File: config.mk
export PLATFORM = sky130hd
export DESIGN_NAME = qracc_sram_sequencer
export DESIGN_NICKNAME = d
export VERILOG_FILES = /design/src/rtl/qracc_pkg.sv /design/src/rtl/phase_counter.sv /design/src/rtl/qracc_sram_sequencer.sv
export SDC_FILE = /design/constraint.sdc
export NUM_CORES = 1
export LEC_CHECK = 0
export ABC_AREA = 1
export CAP_MARGIN = 5
export CORE_AREA = 2 2 134 136
export DETAILED_ROUTE_END_ITERATION = 8
export DIE_AREA = 0 0 136 138
export DONT_BUFFER_PORTS = 1
export PLACE_DENSITY = 0.67
export SYNTH_ARGS = -nofsm -noshare
export SYNTH_HDL_FRONTEND = slang
export SYNTH_SLANG_ARGS = --single-unit
File: constraint.sdc
create_clock -name clk -period 4.85 [get_ports clk]
set_clock_uncertainty 0.2 [all_clocks]
set_input_delay 0.485 -clock clk [delete_from_list [all_inputs] [get_ports clk]]
set_output_delay 0.485 -clock clk [all_outputs]
set_load 0.01 [all_outputs]
File: src/rtl/qracc_pkg.sv
// Shared types for the QRAcc SRAM access sequencer: FSM states and the
// default phase-timing triple used when bringing up the macro.
package qracc_pkg;

    localparam int unsigned SRAM_CFG_W = 4;

    typedef enum logic [2:0] {
        IDLE  = 3'd0,
        PRECH = 3'd1,
        WLON  = 3'd2,
        SENSE = 3'd3,
        DONE  = 3'd4
    } sram_seq_state_t;

    typedef struct packed {
        logic [SRAM_CFG_W-1:0] pch;
        logic [SRAM_CFG_W-1:0] wl;
        logic [SRAM_CFG_W-1:0] sa;
    } sram_timing_cfg_t;

    localparam sram_timing_cfg_t SRAM_TIMING_DEFAULT = '{pch: 4'd1, wl: 4'd2, sa: 4'd1};

endpackage

File: src/rtl/phase_counter.sv
// Down-counter shared by all access phases: reloaded on each phase entry,
// a zero length behaves as one cycle, done is high on the final cycle.
module phase_counter #(
    parameter int unsigned phaseBits = 4
) (
    input  logic                 clk,
    input  logic                 rst,
    input  logic                 load,
    input  logic [phaseBits-1:0] load_val,
    output logic                 done
);

    logic [phaseBits-1:0] cnt_q;

    always_ff @(posedge clk) begin
        if (rst) begin
            cnt_q <= '0;
        end else if (load) begin
            cnt_q <= (load_val == '0) ? phaseBits'(1) : load_val;
        end else if (cnt_q > phaseBits'(1)) begin
            cnt_q <= cnt_q - phaseBits'(1);
        end
    end

    assign done = (cnt_q <= phaseBits'(1));

endmodule

File: src/rtl/qracc_sram_sequencer.sv
// SRAM access sequencer: turns accepted read/write requests into a registered
// precharge / wordline / write-drive or sense / capture pulse train.
module qracc_sram_sequencer
    import qracc_pkg::*;
#(
    parameter int unsigned numRows   = 128,
    parameter int unsigned numCols   = 32,
    parameter int unsigned phaseBits = 4,
    parameter int unsigned addrBits  = $clog2(numRows)
) (
    input  logic                 clk,
    input  logic                 rst,
    input  logic                 rq_valid_i,
    input  logic                 rq_wr_i,
    input  logic [addrBits-1:0]  addr_i,
    input  logic [numCols-1:0]   wr_data_i,
    input  logic [numCols-1:0]   wr_mask_i,
    input  logic [phaseBits-1:0] cfg_pch_cycles_i,
    input  logic [phaseBits-1:0] cfg_wl_cycles_i,
    input  logic [phaseBits-1:0] cfg_sa_cycles_i,
    output logic                 rq_ready_o,
    output logic                 rd_valid_o,
    output logic [numCols-1:0]   rd_data_o,
    output logic                 err_o,
    output logic                 busy_o,
    input  logic [numCols-1:0]   SA_OUT,
    output logic                 PCH,
    output logic [numRows-1:0]   WL,
    output logic                 WRITE,
    output logic [numCols-1:0]   WR_DATA,
    output logic [numCols-1:0]   CSEL,
    output logic                 SAEN
);

    sram_seq_state_t state_q, state_d;

    logic                 wr_q;
    logic [addrBits-1:0]  addr_q;
    logic [numCols-1:0]   data_q;
    logic [numCols-1:0]   mask_q;
    logic [phaseBits-1:0] wl_len_q;
    logic [phaseBits-1:0] sa_len_q;

    logic                 accept;
    logic                 addr_err;
    logic                 cnt_load;
    logic [phaseBits-1:0] cnt_val;
    logic                 cnt_done;

    logic                 pch_d;
    logic [numRows-1:0]   wl_d;
    logic                 write_d;
    logic [numCols-1:0]   wr_data_d;
    logic [numCols-1:0]   csel_d;
    logic                 saen_d;
    logic                 rd_valid_d;
    logic                 err_d;
    logic                 ready_d;

    assign accept   = rq_valid_i && rq_ready_o;
    assign addr_err = ({1'b0, addr_i} >= (addrBits + 1)'(numRows));
    assign busy_o   = (state_q != IDLE);

    phase_counter #(
        .phaseBits (phaseBits)
    ) u_phase_counter (
        .clk      (clk),
        .rst      (rst),
        .load     (cnt_load),
        .load_val (cnt_val),
        .done     (cnt_done)
    );

    // PRECH length is loaded straight from the request inputs on the accept
    // edge; later phases reload from the latched copies.
    always_comb begin
        state_d  = state_q;
        cnt_load = 1'b0;
        cnt_val  = cfg_pch_cycles_i;
        case (state_q)
            IDLE: begin
                if (accept) begin
                    if (addr_err) begin
                        state_d = DONE;
                    end else begin
                        state_d  = PRECH;
                        cnt_load = 1'b1;
                        cnt_val  = cfg_pch_cycles_i;
                    end
                end
            end
            PRECH: begin
                if (cnt_done) begin
                    state_d  = WLON;
                    cnt_load = 1'b1;
                    cnt_val  = wl_len_q;
                end
            end
            WLON: begin
                if (cnt_done) begin
                    if (wr_q) begin
                        state_d = DONE;
                    end else begin
                        state_d  = SENSE;
                        cnt_load = 1'b1;
                        cnt_val  = sa_len_q;
                    end
                end
            end
            SENSE: begin
                if (cnt_done) begin
                    state_d = DONE;
                end
            end
            DONE:    state_d = IDLE;
            default: state_d = IDLE;
        endcase
    end

    // Outputs are decoded from the next state so the pin registers switch on
    // the same edge as the state register.
    always_comb begin
        pch_d      = (state_d == PRECH);
        saen_d     = (state_d == SENSE);
        write_d    = (state_d == WLON) && wr_q;
        wl_d       = '0;
        if ((state_d == WLON) || (state_d == SENSE)) begin
            for (int unsigned r = 0; r < numRows; r++) begin
                wl_d[r] = (addr_q == addrBits'(r));
            end
        end
        wr_data_d  = write_d ? data_q : '0;
        if (write_d) begin
            csel_d = mask_q;
        end else if ((state_d == WLON) || (state_d == SENSE)) begin
            csel_d = '1;
        end else begin
            csel_d = '0;
        end
        rd_valid_d = (state_q == SENSE) && (state_d == DONE);
        err_d      = (state_q == IDLE) && (state_d == DONE);
        ready_d    = (state_d == IDLE);
    end

    always_ff @(posedge clk) begin
        if (rst) begin
            state_q    <= IDLE;
            wr_q       <= 1'b0;
            addr_q     <= '0;
            data_q     <= '0;
            mask_q     <= '0;
            wl_len_q   <= '0;
            sa_len_q   <= '0;
            rq_ready_o <= 1'b0;
            rd_valid_o <= 1'b0;
            rd_data_o  <= '0;
            err_o      <= 1'b0;
            PCH        <= 1'b0;
            WL         <= '0;
            WRITE      <= 1'b0;
            WR_DATA    <= '0;
            CSEL       <= '0;
            SAEN       <= 1'b0;
        end else begin
            state_q    <= state_d;
            rq_ready_o <= ready_d;
            rd_valid_o <= rd_valid_d;
            err_o      <= err_d;
            PCH        <= pch_d;
            WL         <= wl_d;
            WRITE      <= write_d;
            WR_DATA    <= wr_data_d;
            CSEL       <= csel_d;
            SAEN       <= saen_d;
            if (accept) begin
                wr_q     <= rq_wr_i;
                addr_q   <= addr_i;
                data_q   <= wr_data_i;
                mask_q   <= wr_mask_i;
                wl_len_q <= cfg_wl_cycles_i;
                sa_len_q <= cfg_sa_cycles_i;
            end
            if ((state_q == SENSE) && cnt_done) begin
                rd_data_o <= SA_OUT;
            end
        end
    end

    // Only the wordline may overlap the write drivers or the sense amps.
    assert property (@(posedge clk) disable iff (rst) !(PCH && (WRITE || SAEN || (|WL))));
    assert property (@(posedge clk) disable iff (rst) !(WRITE && SAEN));
    assert property (@(posedge clk) disable iff (rst) $onehot0(WL));

endmodule

# Word level (Yosys, flattened, before mapping)
# Cells that the tools add are included.
[word_totals]
regBits = 317
output_inout_bits = 231
word_cells = 191
[op_classes]
addsub = 1
n_lt_le_gt_ge = 2
n_eq_ne = 134
muxes = 20
bitwise = 2
reduce_logical = 14
[op_table]
columns = ["cell", "count"]
rows = [
  ["$eq A7 B7 Y1 const B", 64],
  ["$eq A7 B6 Y1 const B", 32],
  ["$eq A7 B5 Y1 const B", 16],
  ["$mux W32", 2],
  ["$eq A7 B4 Y1 const B", 8],
  ["$eq A7 B3 Y1 const B", 4],
  ["$mux W4", 6],
  ["$mux W3", 5],
  ["$eq A7 B2 Y1 const B", 2],
  ["$eq A3 B2 Y1 const B", 4],
  ["$pmux W3 S4", 1],
  ["$pmux W4 S2", 1],
  ["$eq A7 B1 Y1 const B", 1],
  ["$logic_not A7 Y1", 1],
  ["$eq A3 B1 Y1 const B", 2],
  ["$logic_not A3 Y1", 2],
  ["$logic_and A1 B1 Y1", 5],
  ["$gt A4 B1 Y1 const B", 1],
  ["$le A4 B1 Y1 const B", 1],
  ["$logic_not A4 Y1", 1],
  ["$mux W1", 4],
  ["$reduce_or A2 Y1", 2],
  ["$sub A4 B1 Y4 const B", 1],
  ["$eq A3 B3 Y1 const B", 1],
  ["other kinds (5)", 6],
]

# Longest topological paths before layout
# Gate-level depths: netlist of run 1.
[depth]
word_depth = 7
mapped_depth = 15
ltp_nobuf = 14

# Hierarchy
# A second synthesis of run 1 with hierarchy kept.
[hier_totals]
cells_unflattened = 1057
area_unflattened_um2 = 9728.1
[by_module_without_submodules]
columns = ["module", "n_inst", "cells_per_inst", "area_per_inst_um2"]
rows = [
  ["qracc_sram_sequencer", 1, 1007, 9439.1],
  ["phase_counter", 1, 50, 289.0],
]

# Worst setup path after synthesis of run 1
# Ideal clock, no wire load.
[synth_timing]
kind = "flip-flop to flip-flop"
from = "register u_phase_counter.cnt_q[0]"
to = "register CSEL[22]"
arrival_ps = 1725
slack_ps = 2793
stages_incl_launch_ff = 12
path_buffers = 1
synth_period_minus_slack_ps = 2057
path_cell_list = "dfxtp_1 > inv_1 > ha_1 > nor2_1 > nor2_4 > nand2_2 > o21ai_1 > a21oi_2 > inv_2 > nor3_4 > buf_2 > a21oi_1"
[synth_between]
elab_chain_cells = 7
word_cells_on_any_way = 11
cone_classes = "1 x order compare; 2 x eq/ne; 6 x mux; 2 x reduce/logical"
[synth_rtl]
columns = ["element", "line", "text"]
rows = [
  ["start, declared", "phase_counter.sv:13", "logic [phaseBits-1:0] cnt_q;"],
  ["start signal, assigned", "phase_counter.sv:19", "cnt_q <= (load_val == '0) ? phaseBits'(1) : load_val;"],
  ["start signal, assigned", "phase_counter.sv:21", "cnt_q <= cnt_q - phaseBits'(1);"],
  ["$le A4 B1 Y1 (*)", "phase_counter.sv:25", "assign done = (cnt_q <= phaseBits'(1));"],
  ["$mux W3 (on tied branches)", "qracc_sram_sequencer.sv:111, qracc_sram_sequencer.sv:93, qracc_sram_sequencer.sv:100", ""],
  ["$pmux W3 S4 (*)", "qracc_sram_sequencer.sv:80", "case (state_q)"],
  ["$eq A3 B2 Y1 (on tied branches)", "qracc_sram_sequencer.sv:125, qracc_sram_sequencer.sv:135", ""],
  ["$logic_or A1 B1 Y1", "qracc_sram_sequencer.sv:135", "end else if ((state_d == WLON) || (state_d == SENSE)) begin"],
  ["$mux W32", "qracc_sram_sequencer.sv:135", ""],
  ["$mux W32 (*)", "qracc_sram_sequencer.sv:133", "if (write_d) begin"],
  ["end signal, assigned", "qracc_sram_sequencer.sv:173", "CSEL <= csel_d;"],
  ["end, declared", "qracc_sram_sequencer.sv:31", "output logic [numCols-1:0] CSEL,"],
]
# Every way passes the cells marked *; elsewhere a longest branch is shown, timed or not.
# A chain may end at the register's enable or synchronous reset.

# Worst setup path in the final report of run 1
[layout_timing]
from = "register u_phase_counter.cnt_q[0]"
to = "register WR_DATA[23]"
[layout_between]
elab_chain_cells = 7
word_cells_on_any_way = 9
cone_classes = "1 x order compare; 1 x eq/ne; 4 x mux; 1 x bitwise; 2 x reduce/logical"
[layout_rtl]
columns = ["element", "line", "text"]
rows = [
  ["$le A4 B1 Y1 (*)", "phase_counter.sv:25", ""],
  ["$mux W3 (on tied branches)", "qracc_sram_sequencer.sv:111, qracc_sram_sequencer.sv:93, qracc_sram_sequencer.sv:100", ""],
  ["$pmux W3 S4 (*)", "qracc_sram_sequencer.sv:80", ""],
  ["$eq A3 B2 Y1 (*)", "qracc_sram_sequencer.sv:125", "write_d = (state_d == WLON) && wr_q;"],
  ["$logic_and A1 B1 Y1 (*)", "qracc_sram_sequencer.sv:125", ""],
  ["$not A1 Y1 (no source line) (*)", "-", ""],
  ["$reduce_or A2 Y1 (no source line) (*)", "-", ""],
  ["end signal, assigned", "qracc_sram_sequencer.sv:172", "WR_DATA <= wr_data_d;"],
  ["end, declared", "qracc_sram_sequencer.sv:30", "output logic [numCols-1:0] WR_DATA,"],
]
# Marked as above.

==> out/qor.log, run 1 <==
INFO  run_status     status=finished, final reports clean
INFO  detailed_routing drcViolationCount=0
INFO  floorplan      die_x=136um
INFO  detailed_routing dr.pass1.iters=5
INFO  clocking       tritoncts=done
INFO  timing         final-hold-violation-count=0
INFO  flow_run       cap_viol_max_count=0
INFO  floorplan      starting_density_of_the_core=0.552
INFO  worst_setup_path highest_net_fanout_along_the_worst_path=34
INFO  clocking       clk-insertion-delay-late=0.55ns
INFO  global_routing grt_max_degree=115
INFO  clocking       post_cts_resize_count=0
INFO  timing         maxSlewHeadroom=0.375
INFO  global_routing grt.overflow.total=0
INFO  yosys          synthXorXnorAreaFrac=0.000905
INFO  timing         fmaxAchievable=0.267GHz
INFO  global_routing global_route.usage.total=0.263
INFO  timing         finalSetupViolations=0
INFO  floorplan      dieArea=0.0188sqmm
INFO  yosys          synth_largest_type_area_fraction=0.656
INFO  yosys          post_synth_most_frequent_cells=dfxtp_1 (317), nor2_1 (250), o21ai_0 (121), a21oi_1 (109), inv_1 (96)
INFO  final_layout   final_area=0.0118sqmm
INFO  clocking       clock-sinks=317
INFO  final_layout   final_net_count=1,281
INFO  global_routing number_of_global_route_vias_before_repair=7,141
INFO  detailed_routing via_per_inst=5.24
INFO  yosys          fraction_of_the_mapped_netlist_area_in_compound_gates=0.123
INFO  final_layout   area.growth.synth_to_final=22.4%
INFO  placed_design  detailed_place_hpwl=15,600um
INFO  yosys          synth.net_count=1,188
INFO  worst_setup_path worstPathArrival=4.02ns
INFO  hold_path      worstHoldPathType=in -> reg
INFO  yosys          ys_dominant_reg_cell=dfxtp_1
INFO  timing         final.hold.worst_slack=0.0218ns
INFO  yosys          synth_mux_area_frac=0
INFO  clocking       root_buffer=clkbuf_16
INFO  worst_setup_path depth_of_the_worst_register_to_register_path=13
INFO  yosys          post-synth-top-area-cell=dfxtp_1
INFO  yosys          synthAdderAreaFrac=0.00259
INFO  detailed_routing antenna_nets_post_route=0
INFO  worst_setup_path timing.critical_path.from_type=flip-flop
INFO  clocking       htree_levels=1
INFO  floorplan      rows=49
INFO  yosys          synth.cell_area=0.00968sqmm
INFO  floorplan      design.portCount=350
INFO  pwr            p_leak=4.72nW
INFO  timing         finalMaxSlewViolations=0
INFO  clocking       clk_path_buf_depth=3
INFO  pwr            peak_supply_drop=0.000347V
INFO  pwr            power_density=518mW/mm^2
INFO  yosys          synthCells=1,067
INFO  detailed_routing route.detailed.wl_per_inst=18.1um
INFO  global_routing grt_first_pass_wirelength=39,400um
INFO  worst_setup_path timing.critical_path.to_type=flip-flop
INFO  final_layout   share_of_cells_above_drive_strength_1=0.0668
INFO  timing         grt_setup_unrepaired=false
INFO  clocking       clkSlewWorstSetupHoldPaths=0.06ns
INFO  yosys          ys_ff_latch=317
INFO  timing         final_period_minus_worst_setup_slack=3.75ns
INFO  floorplan      core=0.0175sqmm
INFO  final_layout   insertedDiodeCount=0
INFO  yosys          combinational_family_with_the_most_area_after_synthesis=simple AND/OR/NAND/NOR gates
INFO  detailed_routing detail_route.iter0.violations=387
INFO  detailed_routing wl=25,600um
INFO  yosys          yosys_warnings=0
INFO  yosys          post_synth.cell_area_avg=9.07squm
INFO  placed_design  place.port_buffers=0
INFO  hold_path      holdPathStages=2
INFO  yosys          seq_area_frac_synth=0.656
INFO  clocking       cts_buffers=29
INFO  timing         tightest_slew=0.937ns
INFO  detailed_routing routed-via-count=7,387
INFO  yosys          post-synth-top-count-cell=dfxtp_1
INFO  global_routing grt_antenna_before_repair=0
INFO  timing         tns=0ns
INFO  placed_design  dpl-instance-area=0.00978sqmm
INFO  placed_design  gp_congestion=0.836
INFO  yosys          synth-edff-count=0
INFO  yosys          yosys.cell_types.count=31
INFO  worst_setup_path timing_worst_setup_path_type=reg -> reg
INFO  yosys          synth.area.top_cells=dfxtp_1 (66%), nor2_1 (9.7%), o21ai_0 (6.3%)
INFO  worst_setup_path crit_required=5.12ns
INFO  yosys          synth_simple_gate_area_frac=0.154
INFO  worst_setup_path r2r_slack=1.10ns
INFO  timing         post-route-period-util=0.774
INFO  yosys          ys_async_sr_fraction=0
INFO  floorplan      fp.dieH=138um
INFO  final_layout   final.fill_count=1,346
==> worst paths after layout <==
kind | endpoint | startpoint
worst min-delay path | mask_q[15]$_SDFFE_PP0P_ | wr_mask_i[15]
worst max-delay path | WR_DATA[23]$_SDFF_PP0_ | u_phase_counter.cnt_q[0]$_SDFFE_PP0P_
worst max register to register | WR_DATA[23]$_SDFF_PP0_ | u_phase_counter.cnt_q[0]$_SDFFE_PP0P_
worst min register to register | WR_DATA[0]$_SDFF_PP0_ | data_q[0]$_SDFFE_PP0P_
==> timing repair <==
item	in CTS	in global routing
hold endpoints to repair	117	1
endpoints found under the setup margin	0	0
buffers inserted	0	0
hold buffers	111	1
==> state kept, by name, indices dropped and copies added (netlist names), 3 cells and up <==
name and cells:
data_q 32, rd_data_o 32, CSEL 32, addr_q 7, sa_len_q 4, state_q 3, WL 128, u_phase_counter.cnt_q 4
wl_len_q 4, WR_DATA 32, mask_q 32
==> through the flow <==
stage / std cells / setup WS [ns] / total power [mW] / utilization
3_3_place_gp: 1246 / 1.19 / 3.85 / 0.558
2_1_floorplan: 1067 / 2.79 / 3.68 / -
3_5_place_dp: 1246 / 1.09 / 3.87 / 0.558
6_report: 1411 / 1.10 / 6.13 / 0.676
4_1_cts: 1410 / 1.08 / 6.14 / 0.675
5_1_grt: 1411 / 0.679 / 6.41 / 0.676
==> layer usage <==
| layer | GRT usage | share of wire | vias to the layer above |
|---|---|---|---|
| met2 | 0.452 | 0.49 | 343 |
| met3 | 0.0774 | 0.096 | 49 |
| li1 | - | - | 3545 |
| met4 | 0.0811 | 0.027 | 0 |
| met5 | 0 | 0 | - |
| met1 | 0.316 | 0.39 | 3450 |
==> worst max-delay path: stages (launching register included) <==
cell	delay [ns]
dfxtp_1	0.36
inv_1	0.07
ha_1	0.22
inv_1	0.07
nand2_1	0.08
nand2_1	0.36
nor2_1	0.09
buf_4	0.24
inv_2	0.48
o21ai_2	0.21
nor3_4	0.19
buf_4	0.37
nand2_2	0.48
nor2_1	0.23
==> power by group <==
part	leakage [nW]	internal, mW	total [mW]	switching (mW)
logic	1.68	0.289	0.911	0.622
registers	2.57	2.84	2.99	0.148
clock network	0.467	1.27	2.23	0.963
==> placed cells by master, fill, tap and decap left out, types with 2 or more instances in the layout <==
cell	count
dlygate4sd3_1	112
inv_2	7
dfxtp_1	317
buf_4	4
clkinv_2	7
nand2_1	64
o21ai_0	121
clkbuf_16	29
nor2_1	250
nand4_4	4
nand3_1	12
nand2_2	6
inv_1	95
nand3_2	2
ha_1	2
clkbuf_1	7
a21oi_1	109
nor3_1	8
clkbuf_8	7
nand2_4	2
==> area by class of cell <==
cell class | instances | area (sq um) | area share
timing repair buffer | 116 | 1150 | 0.0972
clock buffer | 43 | 848 | 0.0716
sequential | 317 | 6350 | 0.536
clock inverter | 10 | 92.6 | 0.00782
multi-input combinational | 593 | 2730 | 0.230
tap | 229 | 287 | 0.0242
inverter | 103 | 392 | 0.0331
==> logic make-up after synthesis <==
kind of cell,count (synthesis)
compound gates,235
buf+inv,157
xor+xnor,1
fa+ha+maj,2
flops,317
other cells,1
simple gates,354
(Power assumes the default switching activity.)
==> run 2, diff against run 1 <==
Settings changed: ABC_AREA 1 to 0, CORE_AREA 2 2 134 136 to 2 2 135 137, DIE_AREA 0 0 136 138 to 0 0 137 139.
Clock period 4.85 ns to 3.5 ns, I/O delays scaled along.
==> run 2 against run 1 <==
Register-to-register slack got worse by 0.72 ns. Clock-buffer cell count fell by 2. Routed wire length fell by 2.6%. Design area rose by 1.0%. Critical endpoint is now rd_data_o[6]$_SDFFE_PP0P_. Largest cell class unchanged.
==> out/qor.log, run 2 <==
INFO  global_routing grt_max_degree=121 [+5.2%]
INFO  placed_design  gp_congestion=0.837 [+0.11%]
INFO  timing         final_period_minus_worst_setup_slack=3.13ns [-0.627 ns]
INFO  detailed_routing wl=24,900um [-2.6%]
INFO  yosys          post-synth-top-area-cell=dfxtp_1
INFO  clocking       clk-insertion-delay-late=0.53ns [-0.02 ns]
INFO  global_routing global_route.usage.total=0.252 [-0.0110]
INFO  global_routing grt_antenna_before_repair=1 [+1]
INFO  yosys          synth.net_count=1,178 [-0.84%]
INFO  floorplan      die_x=137um [+0.74%]
INFO  worst_setup_path worstPathArrival=3.39ns [-0.63 ns]
INFO  global_routing grt_first_pass_wirelength=38,000um [-3.6%]
INFO  timing         tns=0ns [unchanged]
INFO  clocking       htree_levels=1 [unchanged]
INFO  yosys          synthAdderAreaFrac=0.00258 [-0.00000766]
INFO  final_layout   final_net_count=1,272 [-0.70%]
INFO  pwr            totalPowerFinal=8.33mW [+36%]
INFO  timing         tightest_slew=1.13ns [+0.194 ns]
INFO  final_layout   final_core_util=0.678 [+0.00225]
INFO  yosys          combinational_family_with_the_most_area_after_synthesis=simple AND/OR/NAND/NOR gates
INFO  yosys          seq_area_frac_synth=0.654 [-0.00194]
INFO  placed_design  pre_cts_slack=0.865ns [-0.227 ns]
INFO  yosys          yosys.cell_types.count=49 [+58%]
INFO  floorplan      starting_density_of_the_core=0.550 [-0.00220]
INFO  pwr            peak_supply_drop=0.000508V [+47%]
INFO  placed_design  detailed_place_hpwl=15,100um [-3.0%]
INFO  detailed_routing detail_route.iter0.violations=427 [+10%]
INFO  detailed_routing antenna_nets_post_route=0 [unchanged]
INFO  yosys          synth.area.top_cells=dfxtp_1 (65%), nand2_1 (9.2%), nor2_1 (7.9%)
INFO  yosys          synth_mux_area_frac=0.00451 [+0.00451]
INFO  worst_setup_path timing_worst_setup_path_type=reg -> reg
INFO  pwr            switching_share=0.256 [-0.0270]
INFO  timing         final-hold-violation-count=0 [unchanged]
INFO  detailed_routing via_per_inst=5.20 [-0.61%]
INFO  floorplan      rows=49 [unchanged]
INFO  flow_run       cap_viol_max_count=0 [unchanged]
INFO  yosys          synth-edff-count=0 [unchanged]
INFO  worst_setup_path reg2reg_from=u_phase_counter.cnt_q[0]$_SDFFE_PP0P_
INFO  clocking       clk_path_buf_depth=3 [unchanged]
INFO  clocking       cts_setup_buffers=0 [unchanged]
INFO  floorplan      dieArea=0.0190sqmm [+1.5%]
INFO  yosys          post-synth-top-count-cell=dfxtp_1
INFO  hold_path      hold_start=rst
INFO  worst_setup_path depth_of_the_worst_register_to_register_path=8 [-5]
INFO  yosys          synthXorXnorAreaFrac=0.00271 [+0.00180]
INFO  timing         finalMaxSlewViolations=0 [unchanged]
INFO  timing         fmaxAchievable=0.320GHz [+20%]
INFO  yosys          yosys_warnings=0 [unchanged]
INFO  timing         grt_setup_unrepaired=false
INFO  yosys          post_synth_most_frequent_cells=dfxtp_1 (317), nand2_1 (239), nor2_1 (205), a21oi_1 (116), clkbuf_1 (34)
INFO  floorplan      design.portCount=350 [unchanged]
INFO  final_layout   share_of_cells_above_drive_strength_1=0.0631 [-0.00375]
INFO  pwr            power.sequential.fraction=0.488 [about the same]
INFO  clocking       cts_buffers=29 [unchanged]
INFO  worst_setup_path timing.critical_path.from_type=flip-flop
INFO  final_layout   final_area=0.0120sqmm [+1.0%]
INFO  placed_design  dpl-instance-area=0.00978sqmm [about the same]
INFO  hold_path      worstHoldPathType=in -> reg
INFO  run_status     status=finished, final reports clean
INFO  pwr            power.combinational.fraction=0.120 [-0.029]
INFO  yosys          ys_dominant_reg_cell=dfxtp_1
INFO  detailed_routing routed-via-count=7,300 [-1.2%]
INFO  hold_path      min_to=WL[78]$_SDFF_PP0_
INFO  final_layout   most_common_library_cell_in_the_layout_ignoring_fill_and_taps=dfxtp_1
INFO  hold_path      holdPathStages=3 [+1]
INFO  pwr            clock_power_share=0.392 [+0.028]
INFO  timing         finalSetupViolations=0 [unchanged]
INFO  worst_setup_path timing.critical_path.to_type=flip-flop
INFO  final_layout   final.fill_count=1,381 [+2.6%]
INFO  yosys          synth_largest_type_area_fraction=0.654 [-0.00194]
INFO  worst_setup_path highest_net_fanout_along_the_worst_path=32 [-5.9%]
INFO  global_routing number_of_global_route_vias_before_repair=7,058 [-1.2%]
INFO  yosys          synth.cell_area=0.00971sqmm [+0.30%]
INFO  yosys          ys_ff_latch=317 [unchanged]
INFO  timing         setup_ws=0.375ns [-0.723 ns]
INFO  clocking       tritoncts=done
INFO  pwr            switching_power=2.13mW [+23%]
INFO  pwr            power_density=696mW/mm^2 [+35%]
INFO  worst_setup_path worstReg2RegEnd=rd_data_o[6]$_SDFFE_PP0P_
INFO  clocking       root_buffer=clkbuf_16
INFO  final_layout   largest_register=WL
INFO  final_layout   number_of_flip_flops_in_the_largest_register=128 [unchanged]
INFO  detailed_routing drcViolationCount=0 [unchanged]
INFO  pwr            p_leak=4.56nW [-3.5%]
INFO  clocking       clock-sinks=317 [unchanged]
INFO  global_routing grt.overflow.total=0 [unchanged]
INFO  final_layout   layout.cells.most_common_list=dfxtp_1 (317), nand2_1 (238), nor2_1 (205)
INFO  clocking       post_cts_resize_count=0 [unchanged]
INFO  pwr            internal-power=6.20mW [+41%]
INFO  timing         maxSlewHeadroom=0.246 [-0.129]
INFO  worst_setup_path r2r_slack=0.37ns [-0.72 ns]
INFO  detailed_routing route.detailed.wl_per_inst=17.8um [-2.0%]
INFO  timing         post-route-period-util=0.893 [+0.119]
INFO  floorplan      core=0.0177sqmm [+0.70%]
INFO  detailed_routing dr.pass1.iters=5 [unchanged]
INFO  yosys          synth_simple_gate_area_frac=0.222 [+0.0681]
INFO  final_layout   area.growth.synth_to_final=23.3%
INFO  yosys          synthCells=1,057 [-0.94%]
INFO  placed_design  place.port_buffers=0 [unchanged]
INFO  worst_setup_path crit_required=3.77ns [-1.35 ns]
INFO  clocking       holdBufCountCts=116 [+4.5%]
INFO  floorplan      fp.dieH=139um [+0.72%]
INFO  yosys          post_synth.cell_area_avg=9.18squm [+1.2%]
INFO  yosys          fraction_of_the_mapped_netlist_area_in_compound_gates=0.0802 [-0.0432]
INFO  yosys          ys_async_sr_fraction=0 [unchanged]
INFO  clocking       clkSlewWorstSetupHoldPaths=0.07ns [about the same]
run 2: changes by cell type in the layout (fill, tap and decap cells not counted), moves of 7 or more:
cell,previous run,this run
inv_2,7,0
a21oi_1,109,116
nand2_1,64,238
inv_1,95,10
nor2_1,250,205
o21ai_0,121,3
and2_1,0,32
run 2: worst max path at each step:
| stage | start | end | slack [ns] |
|---|---|---|---|
| finish | u_phase_counter.cnt_q[0]$_SDFFE_PP0P_ | rd_data_o[6]$_SDFFE_PP0P_ | 0.37 |
| CTS | u_phase_counter.cnt_q[0]$_SDFFE_PP0P_ | rd_data_o[6]$_SDFFE_PP0P_ | 0.42 |
| detailed placement | u_phase_counter.cnt_q[0]$_SDFFE_PP0P_ | WR_DATA[28]$_SDFF_PP0_ | 0.86 |
| floorplan | u_phase_counter.cnt_q[0]$_SDFFE_PP0P_ | WR_DATA[10]$_SDFF_PP0_ | 1.44 |
| global route | u_phase_counter.cnt_q[1]$_SDFFE_PP0P_ | rd_data_o[6]$_SDFFE_PP0P_ | 0.12 |
| global placement | u_phase_counter.cnt_q[0]$_SDFFE_PP0P_ | WR_DATA[25]$_SDFF_PP0_ | 0.93 |
run 2: per-stage QoR:
| stage | hold WS [ns] | cells |
|---|---|---|
| global route | 0.0480 | 1403 |
| detailed placement | 0.231 | 1233 |
| global placement | 0.229 | 1233 |
| finish | 0.0326 | 1403 |
| CTS | 0.0273 | 1402 |
| floorplan | 0.230 | 1057 |
run 2: metal layers:
metal,up-vias,track usage,part of all wire
li1,3533,-,-
met2,315,0.429,0.48
met1,3389,0.299,0.39
met3,63,0.0713,0.090
met5,-,0,0
met4,0,0.0944,0.035
run 2: final cells by class:
class                           count  area (sq um)  area share
Sequential cell                   317          6350       0.530
Multi-Input combinational cell    669          3050       0.254
Timing Repair Buffer              124          1240       0.104
Clock buffer                       41           851      0.0711
Tap cell                          229           287      0.0239
Clock inverter                     12           160      0.0134
Inverter                           10          37.5     0.00314
Antenna cell                        1          2.50    0.000209
run 2: worst max-delay path, cell delays in order, from the launching register on:
cell	delay (ns)
dfxtp_1	0.33
inv_1	0.09
ha_1	0.20
nor2_1	0.12
nor2_1	0.30
and3_1	0.98
nand2_1	0.11
a21oi_1	0.14
dlygate4sd3_1	0.57
run 2: cells by family after synthesis:
| group | Yosys count |
|---|---|
| AND/OR/NAND/NOR | 520 |
| adder cells (fa/ha/maj) | 2 |
| buffers and inverters | 71 |
| XOR/XNOR | 3 |
| flip-flops | 317 |
| multiplexers | 4 |
| other | 1 |
| AO/OA/AOI/OAI | 139 |
run 2: power groups by stage:
| stage | combinational [mW] | sequential, mW | clock, mW |
|---|---|---|---|
| final | 1.00 | 4.06 | 3.27 |
| after CTS | 1.00 | 4.06 | 3.30 |
| after floorplan | 0.747 | 4.07 | 0 |
| after global placement | 0.853 | 4.14 | 0 |
| after global routing | 1.12 | 4.09 | 3.45 |
| after detailed placement | 0.864 | 4.14 | 0 |
